### config.mk
export PLATFORM = sky130hd
export DESIGN_NAME = alarm_clock_multi_flat
export DESIGN_NICKNAME = d
export VERILOG_FILES = /design/src/rtl/alarm_clock_multi_if.sv /design/src/rtl/alarm_clock_multi.sv /design/src/flat_wrapper.sv
export SDC_FILE = /design/constraint.sdc
export NUM_CORES = 1
export LEC_CHECK = 0
export BUFFER_PORTS_ARGS = -buffer_cell sky130_fd_sc_hd__buf_2
export CAP_MARGIN = 25
export CORE_MARGIN = 3
export CORE_UTILIZATION = 35
export CTS_CLUSTER_DIAMETER = 30
export DETAILED_ROUTE_END_ITERATION = 12
export PLACE_DENSITY = 0.62
export SETUP_SLACK_MARGIN = 0.05
export SKIP_LAST_GASP = 1
export SLEW_MARGIN = 5
export SYNTH_ARGS = -nofsm -noshare
export SYNTH_HDL_FRONTEND = slang
export SYNTH_SLANG_ARGS = --single-unit
### constraint.sdc
create_clock -name clk -period 6.7 [get_ports clk]
set_input_delay 1.005 -clock clk [delete_from_list [all_inputs] [get_ports clk]]
set_output_delay 1.005 -clock clk [all_outputs]
set_load 0.02 [all_outputs]
### src/rtl/alarm_clock_multi_if.sv
// Control and status bundle for alarm_clock_multi: set-mode controls, alarm
// arming and snooze in, time/display/alarm status out.
interface alarm_clock_multi_if #(
    parameter int NA = 2,
    parameter int CW = 7
);
    localparam int SW = (NA > 1) ? $clog2(NA) : 1;

    logic          tick;
    logic          timeset;
    logic          alarmset;
    logic [SW-1:0] alm_sel;
    logic          minadv;
    logic          hrsadv;
    logic          dayadv;
    logic [NA-1:0] alm_en;
    logic          alarm_on;
    logic          snooze;

    logic [CW-1:0] t_sec;
    logic [CW-1:0] t_min;
    logic [CW-1:0] t_hrs;
    logic [CW-1:0] t_day;
    logic [CW-1:0] disp_min;
    logic [CW-1:0] disp_hrs;
    logic          pm;
    logic          buzz;
    logic [SW-1:0] ring_idx;
    logic          snoozing;

    modport master (
        output tick, timeset, alarmset, alm_sel, minadv, hrsadv, dayadv,
               alm_en, alarm_on, snooze,
        input  t_sec, t_min, t_hrs, t_day, disp_min, disp_hrs, pm, buzz,
               ring_idx, snoozing
    );

    modport slave (
        input  tick, timeset, alarmset, alm_sel, minadv, hrsadv, dayadv,
               alm_en, alarm_on, snooze,
        output t_sec, t_min, t_hrs, t_day, disp_min, disp_hrs, pm, buzz,
               ring_idx, snoozing
    );
endinterface

### src/rtl/alarm_clock_multi.sv
// Day-of-week clock with NA alarm slots and a ring/snooze/timeout FSM.
// Optional macro TWELVE_HR_EN switches disp_hrs/pm to 12-hour presentation.
module alarm_clock_multi #(
    parameter int NS         = 60,
    parameter int NH         = 24,
    parameter int ND         = 7,
    parameter int NA         = 2,
    parameter int CW         = 7,
    parameter int SNOOZE_SEC = 540,
    parameter int RING_SEC   = 60
) (
    input  logic              clk,
    input  logic              rst,
    alarm_clock_multi_if.slave bus
);
    localparam int SW   = (NA > 1) ? $clog2(NA) : 1;
    localparam int CMAX = (SNOOZE_SEC > RING_SEC) ? SNOOZE_SEC : RING_SEC;
    localparam int KW   = $clog2(CMAX + 1);

    typedef enum logic [1:0] {
        IDLE    = 2'd0,
        RINGING = 2'd1,
        SNOOZE  = 2'd2
    } state_t;

    // ---------------- time of day ----------------
    logic [CW-1:0] sec_reg, min_reg, hrs_reg, day_reg;
    logic [CW-1:0] sec_next, min_next, hrs_next, day_next;
    logic          sec_wrap, min_wrap, hrs_wrap, day_wrap;
    logic [CW-1:0] sec_inc, min_inc, hrs_inc, day_inc;

    assign sec_wrap = (sec_reg == CW'(NS - 1));
    assign min_wrap = (min_reg == CW'(NS - 1));
    assign hrs_wrap = (hrs_reg == CW'(NH - 1));
    assign day_wrap = (day_reg == CW'(ND - 1));
    assign sec_inc  = sec_wrap ? '0 : sec_reg + CW'(1);
    assign min_inc  = min_wrap ? '0 : min_reg + CW'(1);
    assign hrs_inc  = hrs_wrap ? '0 : hrs_reg + CW'(1);
    assign day_inc  = day_wrap ? '0 : day_reg + CW'(1);

    // In time-set mode each field advances on its own, with no carries.
    always_comb begin
        sec_next = sec_reg;
        min_next = min_reg;
        hrs_next = hrs_reg;
        day_next = day_reg;
        if (bus.tick) begin
            if (bus.timeset) begin
                if (bus.minadv) min_next = min_inc;
                if (bus.hrsadv) hrs_next = hrs_inc;
                if (bus.dayadv) day_next = day_inc;
            end else begin
                sec_next = sec_inc;
                if (sec_wrap) begin
                    min_next = min_inc;
                    if (min_wrap) begin
                        hrs_next = hrs_inc;
                        if (hrs_wrap) day_next = day_inc;
                    end
                end
            end
        end
    end

    always_ff @(posedge clk) begin
        if (!rst) begin
            sec_reg <= '0;
            min_reg <= '0;
            hrs_reg <= '0;
            day_reg <= '0;
        end else begin
            sec_reg <= sec_next;
            min_reg <= min_next;
            hrs_reg <= hrs_next;
            day_reg <= day_next;
        end
    end

    // ---------------- alarm slots ----------------
    logic [NA-1:0][CW-1:0] amin_all;
    logic [NA-1:0][CW-1:0] ahrs_all;
    logic [NA-1:0]         match_vec;

    genvar gi;
    generate
        for (gi = 0; gi < NA; gi++) begin : g_slot
            logic [CW-1:0] amin_reg, ahrs_reg;
            logic          wr_en;

            assign wr_en = bus.tick && bus.alarmset && !bus.timeset &&
                           (32'(bus.alm_sel) == gi);

            always_ff @(posedge clk) begin
                if (!rst) begin
                    amin_reg <= '0;
                    ahrs_reg <= '0;
                end else if (wr_en) begin
                    if (bus.minadv)
                        amin_reg <= (amin_reg == CW'(NS - 1)) ? '0 : amin_reg + CW'(1);
                    if (bus.hrsadv)
                        ahrs_reg <= (ahrs_reg == CW'(NH - 1)) ? '0 : ahrs_reg + CW'(1);
                end
            end

            assign amin_all[gi]  = amin_reg;
            assign ahrs_all[gi]  = ahrs_reg;
            assign match_vec[gi] = bus.alarm_on && bus.alm_en[gi] && (sec_reg == '0) &&
                                   (min_reg == amin_reg) && (hrs_reg == ahrs_reg);
        end
    endgenerate

    // Lowest-numbered matching slot wins.
    logic          hit_any;
    logic [SW-1:0] hit_idx;
    always_comb begin
        hit_any = 1'b0;
        hit_idx = '0;
        for (int i = NA - 1; i >= 0; i--) begin
            if (match_vec[i]) begin
                hit_any = 1'b1;
                hit_idx = SW'(i);
            end
        end
    end

    // ---------------- ring / snooze FSM ----------------
    logic          sec_upd_reg;
    logic          snooze_q_reg;
    logic          snooze_rise;
    state_t        state_reg, state_next;
    logic [KW-1:0] cnt_reg, cnt_next;
    logic [SW-1:0] idx_reg, idx_next;
    logic          buzz_reg, snoozing_reg;

    assign snooze_rise = bus.snooze && !snooze_q_reg;

    always_comb begin
        state_next = state_reg;
        cnt_next   = cnt_reg;
        idx_next   = idx_reg;
        if (!bus.alarm_on) begin
            state_next = IDLE;
        end else begin
            case (state_reg)
                IDLE: begin
                    if (sec_upd_reg && hit_any) begin
                        state_next = RINGING;
                        cnt_next   = KW'(RING_SEC);
                        idx_next   = hit_idx;
                    end
                end
                RINGING: begin
                    if (snooze_rise) begin
                        state_next = SNOOZE;
                        cnt_next   = KW'(SNOOZE_SEC);
                    end else if (bus.tick) begin
                        cnt_next = cnt_reg - KW'(1);
                        if (cnt_reg == KW'(1)) state_next = IDLE;
                    end
                end
                SNOOZE: begin
                    if (bus.tick) begin
                        cnt_next = cnt_reg - KW'(1);
                        if (cnt_reg == KW'(1)) begin
                            state_next = RINGING;
                            cnt_next   = KW'(RING_SEC);
                        end
                    end
                end
                default: state_next = IDLE;
            endcase
        end
    end

    // buzz/snoozing are registered copies of the state they decode.
    always_ff @(posedge clk) begin
        if (!rst) begin
            state_reg    <= IDLE;
            cnt_reg      <= '0;
            idx_reg      <= '0;
            sec_upd_reg  <= 1'b0;
            snooze_q_reg <= 1'b0;
            buzz_reg     <= 1'b0;
            snoozing_reg <= 1'b0;
        end else begin
            state_reg    <= state_next;
            cnt_reg      <= cnt_next;
            idx_reg      <= idx_next;
            sec_upd_reg  <= bus.tick;
            snooze_q_reg <= bus.snooze;
            buzz_reg     <= (state_next == RINGING);
            snoozing_reg <= (state_next == SNOOZE);
        end
    end

    // ---------------- outputs ----------------
    logic          sel_valid;
    logic [CW-1:0] hrs_raw;

    assign sel_valid    = (32'(bus.alm_sel) < NA);
    assign hrs_raw      = (bus.alarmset && sel_valid) ? ahrs_all[bus.alm_sel] : hrs_reg;
    assign bus.disp_min = (bus.alarmset && sel_valid) ? amin_all[bus.alm_sel] : min_reg;

`ifdef TWELVE_HR_EN
    assign bus.disp_hrs = (hrs_raw == '0)         ? CW'(12) :
                          (hrs_raw > CW'(12))     ? hrs_raw - CW'(12) : hrs_raw;
    assign bus.pm       = (hrs_raw >= CW'(12));
`else
    assign bus.disp_hrs = hrs_raw;
    assign bus.pm       = 1'b0;
`endif

    assign bus.t_sec    = sec_reg;
    assign bus.t_min    = min_reg;
    assign bus.t_hrs    = hrs_reg;
    assign bus.t_day    = day_reg;
    assign bus.buzz     = buzz_reg;
    assign bus.snoozing = snoozing_reg;
    assign bus.ring_idx = idx_reg;
endmodule

### src/flat_wrapper.sv
// flat-port wrapper written by rule: the top's interface ports become plain ports
module alarm_clock_multi_flat 
#(
    parameter int NS         = 60,
    parameter int NH         = 24,
    parameter int ND         = 7,
    parameter int NA         = 2,
    parameter int CW         = 7,
    parameter int SNOOZE_SEC = 540,
    parameter int RING_SEC   = 60
)
  (clk, rst, bus_tick, bus_timeset, bus_alarmset, bus_alm_sel, bus_minadv, bus_hrsadv, bus_dayadv, bus_alm_en, bus_alarm_on, bus_snooze, bus_t_sec, bus_t_min, bus_t_hrs, bus_t_day, bus_disp_min, bus_disp_hrs, bus_pm, bus_buzz, bus_ring_idx, bus_snoozing);
  alarm_clock_multi_if #(.NA(NA), .CW(CW)) bus_i ();
  input  logic clk;
  input  logic rst;
  input wire logic [$bits(bus_i.tick)-1:0] bus_tick;
  input wire logic [$bits(bus_i.timeset)-1:0] bus_timeset;
  input wire logic [$bits(bus_i.alarmset)-1:0] bus_alarmset;
  input wire logic [$bits(bus_i.alm_sel)-1:0] bus_alm_sel;
  input wire logic [$bits(bus_i.minadv)-1:0] bus_minadv;
  input wire logic [$bits(bus_i.hrsadv)-1:0] bus_hrsadv;
  input wire logic [$bits(bus_i.dayadv)-1:0] bus_dayadv;
  input wire logic [$bits(bus_i.alm_en)-1:0] bus_alm_en;
  input wire logic [$bits(bus_i.alarm_on)-1:0] bus_alarm_on;
  input wire logic [$bits(bus_i.snooze)-1:0] bus_snooze;
  output wire logic [$bits(bus_i.t_sec)-1:0] bus_t_sec;
  output wire logic [$bits(bus_i.t_min)-1:0] bus_t_min;
  output wire logic [$bits(bus_i.t_hrs)-1:0] bus_t_hrs;
  output wire logic [$bits(bus_i.t_day)-1:0] bus_t_day;
  output wire logic [$bits(bus_i.disp_min)-1:0] bus_disp_min;
  output wire logic [$bits(bus_i.disp_hrs)-1:0] bus_disp_hrs;
  output wire logic [$bits(bus_i.pm)-1:0] bus_pm;
  output wire logic [$bits(bus_i.buzz)-1:0] bus_buzz;
  output wire logic [$bits(bus_i.ring_idx)-1:0] bus_ring_idx;
  output wire logic [$bits(bus_i.snoozing)-1:0] bus_snoozing;
  assign bus_i.tick = bus_tick;
  assign bus_i.timeset = bus_timeset;
  assign bus_i.alarmset = bus_alarmset;
  assign bus_i.alm_sel = bus_alm_sel;
  assign bus_i.minadv = bus_minadv;
  assign bus_i.hrsadv = bus_hrsadv;
  assign bus_i.dayadv = bus_dayadv;
  assign bus_i.alm_en = bus_alm_en;
  assign bus_i.alarm_on = bus_alarm_on;
  assign bus_i.snooze = bus_snooze;
  assign bus_t_sec = bus_i.t_sec;
  assign bus_t_min = bus_i.t_min;
  assign bus_t_hrs = bus_i.t_hrs;
  assign bus_t_day = bus_i.t_day;
  assign bus_disp_min = bus_i.disp_min;
  assign bus_disp_hrs = bus_i.disp_hrs;
  assign bus_pm = bus_i.pm;
  assign bus_buzz = bus_i.buzz;
  assign bus_ring_idx = bus_i.ring_idx;
  assign bus_snoozing = bus_i.snoozing;
  alarm_clock_multi #(.NS(NS), .NH(NH), .ND(ND), .NA(NA), .CW(CW), .SNOOZE_SEC(SNOOZE_SEC), .RING_SEC(RING_SEC)) u_core (.clk(clk), .rst(rst), .bus(bus_i));
endmodule
==> flow_metrics.env <==
export IMPL_synth_compound_area_share_pct=12.5
export IMPL_cts_max_level=3
export IMPL_netlist_instances=552
export IMPL_chipHeight_um=120
export IMPL_sw_frac_of_total_pct=24.8
export IMPL_clockRootBuffer="clkbuf_16"
export IMPL_min_from="u_core.cnt_reg[6]"
export IMPL_fill_cells=1269
export IMPL_synth_seq_cells=73
export IMPL_worstSetupPathType="primary input to output port"
export IMPL_synthAdderAreaFrac_pct=4.42
export IMPL_peakVddDrop_mv=0.0880
export IMPL_synthTopCellsByArea="dfxtp_1 32%, xnor2_1 8.9%, nor2_1 7.2%"
export IMPL_fmax_ghz=0.334
export IMPL_layout_nets=610
export IMPL_antenna_cells=0
export IMPL_fin_crit_sh_pct=44.7
export IMPL_cts_resized_gates=0
export IMPL_syn_num_nets=581
export IMPL_synth_top_family_by_area="simple AND/OR/NAND/NOR gates"
export IMPL_dp_hpwl_mm=8.77
export IMPL_worst_slew_pin_slew_ps=897
export IMPL_cts_sinks=73
export IMPL_startpoint_type="primary input"
export IMPL_grt_pass1_wl_mm=19.3
export IMPL_drc_errors=0
export IMPL_cts_clk_slew_worst_paths_ps=50
export IMPL_syn_area_per_cell_um2=8.20
export IMPL_routed_wl_mm=11.7
export IMPL_cts_setup_buffers=0
export IMPL_timing_final_ws_setup_ps=3710
export IMPL_wl_per_cell_um=15.5
export IMPL_crit_start="bus_alm_sel"
export IMPL_p_int_w=0.000757
export IMPL_rr_startpoint="u_core.bus.t_hrs[2]"
export IMPL_place_area_um2=4810
export IMPL_comb_power_share_pct=9.4
export IMPL_rows=40
export IMPL_die_w_um=120
export IMPL_synth_seq_area_share_pct=32.3
export IMPL_core_area_um2=12300
export IMPL_grt_pass1_vias=3796
export IMPL_cp_end_kind="output port"
export IMPL_ys_flop_type="dfxtp_1"
export IMPL_path_max_fanout=19
export IMPL_num_io_pins=59
export IMPL_p_sw_w=0.000249
export IMPL_synthSimpleGateAreaFrac_pct=26.8
export IMPL_synth_cell_types=64
export IMPL_cts_path_max_buffers=2
export IMPL_total_leakage_power_nw=1.98
export IMPL_cap_violations=0
export IMPL_min_to="u_core.cnt_reg[6]"
export IMPL_finalHoldViolations=0
export IMPL_status="finished, final reports clean"
export IMPL_fin_util_pct=41.3
export IMPL_final_setup_tns_ps=0
export IMPL_io_buffers=57
export IMPL_reg2reg_depth=7
export IMPL_fin_area_um2=5090
export IMPL_initial_utilization_pct=36.7
export IMPL_clock_skew_final_ps=8.04
export IMPL_period_minus_slack_ps=2990
export IMPL_first_iter_violations=334
export IMPL_power_frac_seq_pct=44.4
export IMPL_worstPathArrival_ps=1990
export IMPL_avgViaCountPerCell=5.38
export IMPL_cts_hold_buf=0
export IMPL_clkPwrFrac_pct=46.2
export IMPL_p_per_area_nw_per_um2=198
export IMPL_antenna_found_initial=0
export IMPL_relSlewSlack_pct=40.1
export IMPL_grt_max_degree=34
export IMPL_synthMuxAreaShare_pct=3.98
export IMPL_gp_congestion=0.892
export IMPL_grt_total_usage_pct=16.6
export IMPL_regToRegEndpoint="u_core.cnt_reg[8]"
export IMPL_drive_above_1_share_pct=15.6
export IMPL_synth_top_area_share_pct=32.3
export IMPL_synth_edf_count=0
export IMPL_drtPass1Iterations=4
export IMPL_post_place_ws_ps=3510
export IMPL_min_path_cells=2
export IMPL_yosys_warnings=0
export IMPL_finalSetupViolations=0
export IMPL_yosysTopAreaCell="dfxtp_1"
export IMPL_synth_xor_area_share_pct=13.7
export IMPL_hp_class="flop to flop"
export IMPL_rsz0062_at_grt="false"
export IMPL_cts_buffers=9
export IMPL_cts_tree="yes"
export IMPL_vias=4052
export IMPL_cp_required_ps=5690
export IMPL_area_growth_syn_to_layout_pct=12.5
export IMPL_globalRouteOverflowTotal=0
export IMPL_r2r_slack_ps=3960
export IMPL_syn_area_um2=4520
export IMPL_ant_nets=0
export IMPL_clk_latency_ps=340
export IMPL_fp_dieArea_um2=14300
export IMPL_ys_async_sr_fraction_pct=0
export IMPL_slew_viol_final=0
-- logic make-up after synthesis --
kind of cell             count (synthesis)
adder cells (fa/ha/maj)                 16
AO/OA/AOI/OAI                           84
XOR/XNOR                                71
AND/OR/NAND/NOR                        234
other                                    1
buffers and inverters                   55
flip-flops                              73
multiplexers                            18
-- worst max-delay path: stages --
cell and delay [ps]:
buf_2 400, mux2i_1 150, a21oi_1 220, buf_2 200
-- power groups by stage --
stage | logic (W) | registers (W) | clock network, W
after CTS | 0.0000949 | 0.000447 | 0.000474
after global routing | 0.000104 | 0.000448 | 0.000496
final | 0.0000950 | 0.000447 | 0.000465
after floorplan | 0.0000673 | 0.000456 | 0
after detailed placement | 0.0000945 | 0.000456 | 0
after global placement | 0.0000932 | 0.000456 | 0
-- metal layers --
metal / global-route usage [%] / vias to the layer above / wire, um
li1: - / 1990 / -
met1: 23.1 / 1905 / 5620
met5: 0 / - / 0
met3: 4.76 / 12 / 822
met2: 25.2 / 145 / 5120
met4: 4.51 / 0 / 128
-- metrics by stage --
step	power, W	cells	hold WS, ps
floorplan	0.000523	552	463
global placement	0.000549	738	481
detailed placement	0.000551	738	494
CTS	0.00102	753	499
global route	0.00105	753	520
finish	0.00101	753	501
-- cells in the final DEF (no fill, tap or decap), types with 3 or more instances in the layout --
cell,n
or2_2,6
clkbuf_1,3
nand3_1,30
dfxtp_1,73
or4_1,3
and3_1,4
nor3b_1,4
o41ai_1,4
inv_1,14
xnor2_1,46
and2_1,4
or3_1,6
or4b_2,3
a31oi_1,3
clkbuf_16,9
o311ai_0,4
o31ai_1,7
buf_2,57
nand4_1,24
o211ai_1,3
and4_1,3
nor2_1,87
mux2i_1,18
nor4_1,6
nand2_1,24
a21oi_1,31
nand2b_1,3
nor3_1,14
xor2_1,25
ha_1,16
o21ai_0,9
-- layout make-up --
class / count / area [um^2] / share of cell area, %
Timing Repair Buffer: 59 / 300 / 5.90
Clock buffer: 12 / 236 / 4.65
Tap cell: 168 / 210 / 4.13
Inverter: 14 / 52.6 / 1.03
Multi-Input combinational cell: 424 / 2790 / 54.7
Sequential cell: 73 / 1460 / 28.7
Clock inverter: 3 / 42.5 / 0.836
-- synth_stat cells (all sizes together) (14+ instances only) --
library cell,instances
a21oi,31
clkbuf,35
dfxtp,73
ha,16
inv,14
mux2i,18
nand2,24
nand3,30
nand4,26
nor2,87
nor3,14
xnor2,46
xor2,25
-- worst max path at each step --
stage	to	slack, ps
detailed placement	u_core.g_slot[1].ahrs_reg[5]	3510
global route	u_core.g_slot[0].ahrs_reg[0]	3600
CTS	bus_disp_hrs[5]	3710
floorplan	bus_disp_hrs[0]	3380
global placement	u_core.g_slot[1].ahrs_reg[5]	3560
finish	bus_disp_hrs[5]	3710
(Power assumes the default switching activity.)
